**config.mk**
```make
export PLATFORM = sky130hd
export DESIGN_NAME = ifq
export DESIGN_NICKNAME = d
export VERILOG_FILES = /design/src/rtl/ifq.sv
export SDC_FILE = /design/constraint.sdc
export NUM_CORES = 1
export LEC_CHECK = 0
export CORE_UTILIZATION = 56
export CTS_CLUSTER_DIAMETER = 100
export CTS_CLUSTER_SIZE = 14
export DETAILED_ROUTE_END_ITERATION = 8
export DONT_BUFFER_PORTS = 1
export GPL_TIMING_DRIVEN = 0
export PLACE_DENSITY = 0.71
export SLEW_MARGIN = 40
export SYNTH_ARGS = -nofsm -noshare
export SYNTH_HDL_FRONTEND = slang
export SYNTH_SLANG_ARGS = --single-unit
export TNS_END_PERCENT = 100
```
**constraint.sdc**
```tcl
create_clock -name clk -period 8 [get_ports clk]
set_input_delay 1.2 -clock clk [delete_from_list [all_inputs] [get_ports clk]]
set_output_delay 1.2 -clock clk [all_outputs]
set_load 0.1 [all_outputs]
```
**src/rtl/ifq.sv**
```systemverilog
// ---------------------------------------------------------------------------
// ifq -- instruction prefetch queue
//
// Streams 32-bit instruction words from an AHB-Lite slave into a small FIFO and
// hands the decoder one 16-bit big-endian opcode per request. Bus wait states
// are absorbed by the FIFO, and a redirect (flush) restarts fetching at a new
// program counter.
//
// Parameters
//   DEPTH     FIFO capacity in 32-bit words (power of two, >= 2)
//
// Ports
//   clk       clock, rising edge
//   rst       asynchronous active-high reset
//   flush     redirect: discard queue and in-flight beat, restart at flush_pc
//   flush_pc  redirect target byte address (bit 0 ignored)
//   req       decoder consumes the current opcode this cycle
//   op        current opcode (half of head word selected by op_pc[1])
//   op_v      op is valid
//   op_err    head word was fetched with a bus error (qualified by op_v)
//   op_pc     byte address of op
//   HADDR     AHB address, word aligned
//   HTRANS    AHB transfer type, IDLE or NONSEQ only
//   HSIZE     AHB size, always word
//   HREADY    AHB ready
//   HRESP     AHB error response
//   HRDATA    AHB read data
//
// Decoder handshake: an opcode transfers on every rising edge where
// op_v && req are both high. req is ignored while op_v is low, and op/op_pc
// are held stable until that transfer happens.
// ---------------------------------------------------------------------------
module ifq #(
    parameter int DEPTH = 2
) (
    input  logic        clk,
    input  logic        rst,
    input  logic        flush,
    input  logic [31:0] flush_pc,
    input  logic        req,
    output logic [15:0] op,
    output logic        op_v,
    output logic        op_err,
    output logic [31:0] op_pc,
    output logic [31:0] HADDR,
    output logic [1:0]  HTRANS,
    output logic [2:0]  HSIZE,
    input  logic        HREADY,
    input  logic        HRESP,
    input  logic [31:0] HRDATA
);

    localparam int AW = $clog2(DEPTH);
    localparam int CW = AW + 1;

    // FIFO storage (no reset needed: contents are only observed when cnt_q != 0)
    logic [31:0]   data_q [DEPTH];
    logic          err_q  [DEPTH];

    logic [AW-1:0] wptr_q, wptr_d;
    logic [AW-1:0] rptr_q, rptr_d;
    logic [CW-1:0] cnt_q, cnt_d;
    logic [31:0]   rpc_q, rpc_d;
    logic [29:0]   fword_q, fword_d;    // fetch word address (byte address >> 2)
    logic          dphase_q, dphase_d;  // a beat is in its data phase
    logic          drop_q, drop_d;      // the pending beat belongs to a flushed stream
    logic          halt_q, halt_d;      // fetching stopped after a bus error

    logic          err_first;
    logic          beat_done;
    logic          push;
    logic          pop_op;
    logic          pop_word;
    logic          issue;
    logic          credit_ok;

    // First cycle of the two-cycle AHB ERROR response.
    assign err_first = dphase_q & HRESP & ~HREADY;
    assign beat_done = dphase_q & HREADY;
    assign push      = beat_done & ~drop_q & ~flush;

    // Every word already in the FIFO or still on the bus holds one slot, so a
    // completing beat always finds room.
    assign credit_ok = ({1'b0, cnt_q} + (CW+1)'(dphase_q)) < (CW+1)'(DEPTH);

    // Address phase goes IDLE during reset, flush, halt and the first error cycle.
    assign issue    = ~rst & ~halt_q & ~flush & ~err_first & credit_ok;

    assign pop_op   = req & op_v;
    assign pop_word = pop_op & rpc_q[1];

    // ---------------------------------------------------------------- state
    always_ff @(posedge clk or posedge rst) begin
        if (rst) begin
            wptr_q   <= '0;
            rptr_q   <= '0;
            cnt_q    <= '0;
            rpc_q    <= '0;
            fword_q  <= '0;
            dphase_q <= 1'b0;
            drop_q   <= 1'b0;
            halt_q   <= 1'b0;
        end else begin
            wptr_q   <= wptr_d;
            rptr_q   <= rptr_d;
            cnt_q    <= cnt_d;
            rpc_q    <= rpc_d;
            fword_q  <= fword_d;
            dphase_q <= dphase_d;
            drop_q   <= drop_d;
            halt_q   <= halt_d;
        end
    end

    always_ff @(posedge clk) begin
        if (push) begin
            data_q[wptr_q] <= HRDATA;
            err_q[wptr_q]  <= HRESP;
        end
    end

    // ----------------------------------------------------------- next state
    always_comb begin
        wptr_d   = wptr_q;
        rptr_d   = rptr_q;
        cnt_d    = cnt_q;
        rpc_d    = rpc_q;
        fword_d  = fword_q;
        dphase_d = dphase_q;
        drop_d   = drop_q;
        halt_d   = halt_q;

        // HREADY ends the current data phase and accepts the current address
        // phase in the same cycle.
        if (HREADY) begin
            dphase_d = issue;
        end
        if (issue & HREADY) begin
            fword_d = fword_q + 30'd1;
        end
        if (beat_done) begin
            drop_d = 1'b0;
        end
        // An error on a discarded beat must not stop the new stream.
        if (err_first & ~drop_q) begin
            halt_d = 1'b1;
        end

        if (flush) begin
            wptr_d  = '0;
            rptr_d  = '0;
            cnt_d   = '0;
            rpc_d   = flush_pc & ~32'd1;
            fword_d = flush_pc[31:2];
            halt_d  = 1'b0;
            // A beat still waiting on the bus will complete later and must be
            // discarded; one completing right now is simply not pushed.
            drop_d  = dphase_q & ~HREADY;
        end else begin
            if (push) begin
                wptr_d = wptr_q + AW'(1);
            end
            if (pop_op) begin
                rpc_d = rpc_q + 32'd2;
            end
            if (pop_word) begin
                rptr_d = rptr_q + AW'(1);
            end
            case ({push, pop_word})
                2'b10:   cnt_d = cnt_q + CW'(1);
                2'b01:   cnt_d = cnt_q - CW'(1);
                default: cnt_d = cnt_q;
            endcase
        end
    end

    // -------------------------------------------------------------- outputs
    always_comb begin
        op_v   = (cnt_q != '0) & ~flush;
        // Big-endian: the even halfword is the upper half of the word.
        op     = rpc_q[1] ? data_q[rptr_q][15:0] : data_q[rptr_q][31:16];
        op_err = op_v & err_q[rptr_q];
        op_pc  = rpc_q;
        HADDR  = {fword_q, 2'b00};
        HTRANS = issue ? 2'b10 : 2'b00;
        HSIZE  = 3'b010;
    end

endmodule

```
==> results.cfg <==
[timing]
hold_viol_final = 0
tns_ns = 0
drv_slew = 0
rsz0062_at_grt = no
finClkSkew_ns = 0.00650
worst_slew_pin_slew_ns = 0.808
min_period_ns = 4.13
finalSetupViolCount = 0
setup_ws_ns = 3.87
finalCritPeriodShare = 0.516
max_freq_mhz = 242
timing.slew.headroom = 0.461

[logic_synthesis]
syn_area_per_cell_sq_um = 12.2
yosysSeqAreaShare = 0.575
synth-compound-area-share = 0.0869
synth.area.mux_share = 0.0820
ys_async_sr_fraction = 0.507
synthSimpleGateAreaFrac = 0.164
synthAdderAreaFrac = 0.00391
yosysUniqueCellTypes = 62
synth-edff-count = 66
ys_warn_count = 0
synthFlopType = dfrtp_1
synth_seq_cells = 134
synthCells = 526
synth_top_family_by_area = simple AND/OR/NAND/NOR gates
synth_xor_area_frac = 0.0533
synth_area_sq_um = 6410

[placement]
post-place-ws_ns = 4.22
place_inst = 680
dp_hpwl_mm = 12.2
gp_congestion = 0.938
io_buffer_count = 0

[setup_path]
worstPathArrival_ns = 2.93
reg2reg_slack_ns = 5.39
reg2reg_depth = 7
worstSetupStartpointType = register
cp_max_fo = 10
path_class = register to output port
worstSetupEndpointType = output port
required_ns = 6.80

[floorplan]
io_pins = 157
initial_utilization = 0.583
dieArea_sq_um = 11900
dieHeight_um = 109
die_x_um = 109
row_count = 38
core_area_sq_um = 11000

[clock_network]
clkSlewWorstSetupHoldPaths_ns = 0.06
cts_max_path_buffers = 2
cts_inserted_buffers = 17
cts_hold_buf = 0
tritoncts = built
htreeDepth = 4
clock-root-buffer = clkbuf_16
clock-sinks = 134
post_cts_buffers = 0
cts_resized = 0
clkLatencyLatePin_ns = 0.42

[layout]
multi_input_area_sq_um = 2550
n_fill_cell = 804
insertedDiodeCount = 0
most-common-layout-cells = 66 x edfxtp_1, 61 x dfrtp_2, 48 x nand2_1, 27 x nor2_1, 26 x nand3_1
regArea_sq_um = 3760
layout-drive-gt1-share = 0.278
area_delta_synth_final_pct = 14.9
final_cells = 712
layout_commonest_cell = edfxtp_1
nets = 631

[power]
ir_worst_vdd_mv = 0.161
p_leak_nw = 2.56
powerDensity_nw_per_um2 = 269
finalPower_mw = 1.98

[status]
status = finished clean

[drt]
routed_via_density = 6.44
drtIter0Drc = 426
routedWlPerCell_um = 23.6
finalWirelength_mm = 16.8
via_count = 4582
drt-pass1-iter-count = 5
ant_nets = 0
route.detailed.drc = 0

[flow_run]
cap_viol_max_count = 0

[min_path]
whs_path_depth = 2
hp-class = register to register

[global_routing]
grt_max_degree = 52
antenna_found_initial = 0
grt_pass1_wl_mm = 25.8
grt_pass1_vias = 4565
grt_usage = 0.301
grt-ovfl-total = 0
[state kept, by name, summed over array words and instances, names as in the netlist]
| signal | cells |
|---|---|
| op_pc | 31 |
| err_q | 2 |
| rptr_q | 1 |
| data_q | 64 |
| halt_q | 1 |
| cnt_q | 2 |
| drop_q | 1 |
| fword_q | 30 |
| dphase_q | 1 |
| wptr_q | 1 |
[kinds of logic after synthesis]
family / after synthesis
other cells: 2
mux: 31
fa+ha+maj: 2
buf+inv: 41
compound gates: 81
simple gates: 196
flops: 134
xor+xnor: 39
[final cells by class]
class	instances	area share
Inverter	10	0.00680
Buffer	31	0.0231
Clock buffer	21	0.0641
Tap cell	140	0.0238
Sequential cell	134	0.511
Clock inverter	11	0.0136
Multi-Input combinational cell	356	0.347
Timing Repair Buffer	9	0.0114
[critical path: stages, from the launching register on]
cell and delay, ns:
dfrtp_2 0.72, clkbuf_1 0.53, clkbuf_1 0.55, mux4_2 0.70
[final timing paths]
check | to | from
max reg2reg | op_pc[30] | cnt_q[1]
min | halt_q | halt_q
max | op[11] | op_pc[1]
min in group asynchronous | fword_q[1] | rst
max in group asynchronous | op_pc[14] | rst
min reg2reg | halt_q | halt_q
[stage by stage]
stage,utilization,hold WS [ns],area (sq um)
floorplan,-,0.478,6420
global placement,0.601,0.504,6600
detailed placement,0.618,0.520,6790
CTS,0.670,0.550,7360
global route,0.670,0.570,7360
finish,0.670,0.541,7360
[power breakdown]
| group | internal (mW) | switching, mW | total, mW |
|---|---|---|---|
| clock | 0.453 | 0.294 | 0.747 |
| combinational | 0.0583 | 0.139 | 0.197 |
| sequential | 0.761 | 0.274 | 1.03 |
[synthesized netlist by cell type (all sizes together) (8+ instances only)]
master  instances  area, sq um
o211ai         10         75.1
mux2           12          135
buf            14          105
nor2           27          101
xnor2          19          166
a21boi          9         67.6
nand4          23          144
mux4           16          360
nand2          48          180
nor4            8         62.6
and3            9         56.3
clkbuf         17         65.1
dfrtp          68         1700
inv            10         45.0
a21oi          15         75.1
xor2           20          175
nand3          27          148
o21ai          16         80.1
nor3           18         90.1
edfxtp         66         1980
[routing by layer]
layer / part of all wire / global-route usage / vias to the layer above
met1: 0.39 / 0.402 / 2263
met3: 0.12 / 0.0986 / 33
li1: - / - / 2052
met4: 0.021 / 0.107 / 0
met2: 0.47 / 0.463 / 234
met5: 0 / 0 / -
Power figures use the tool's default switching activity.
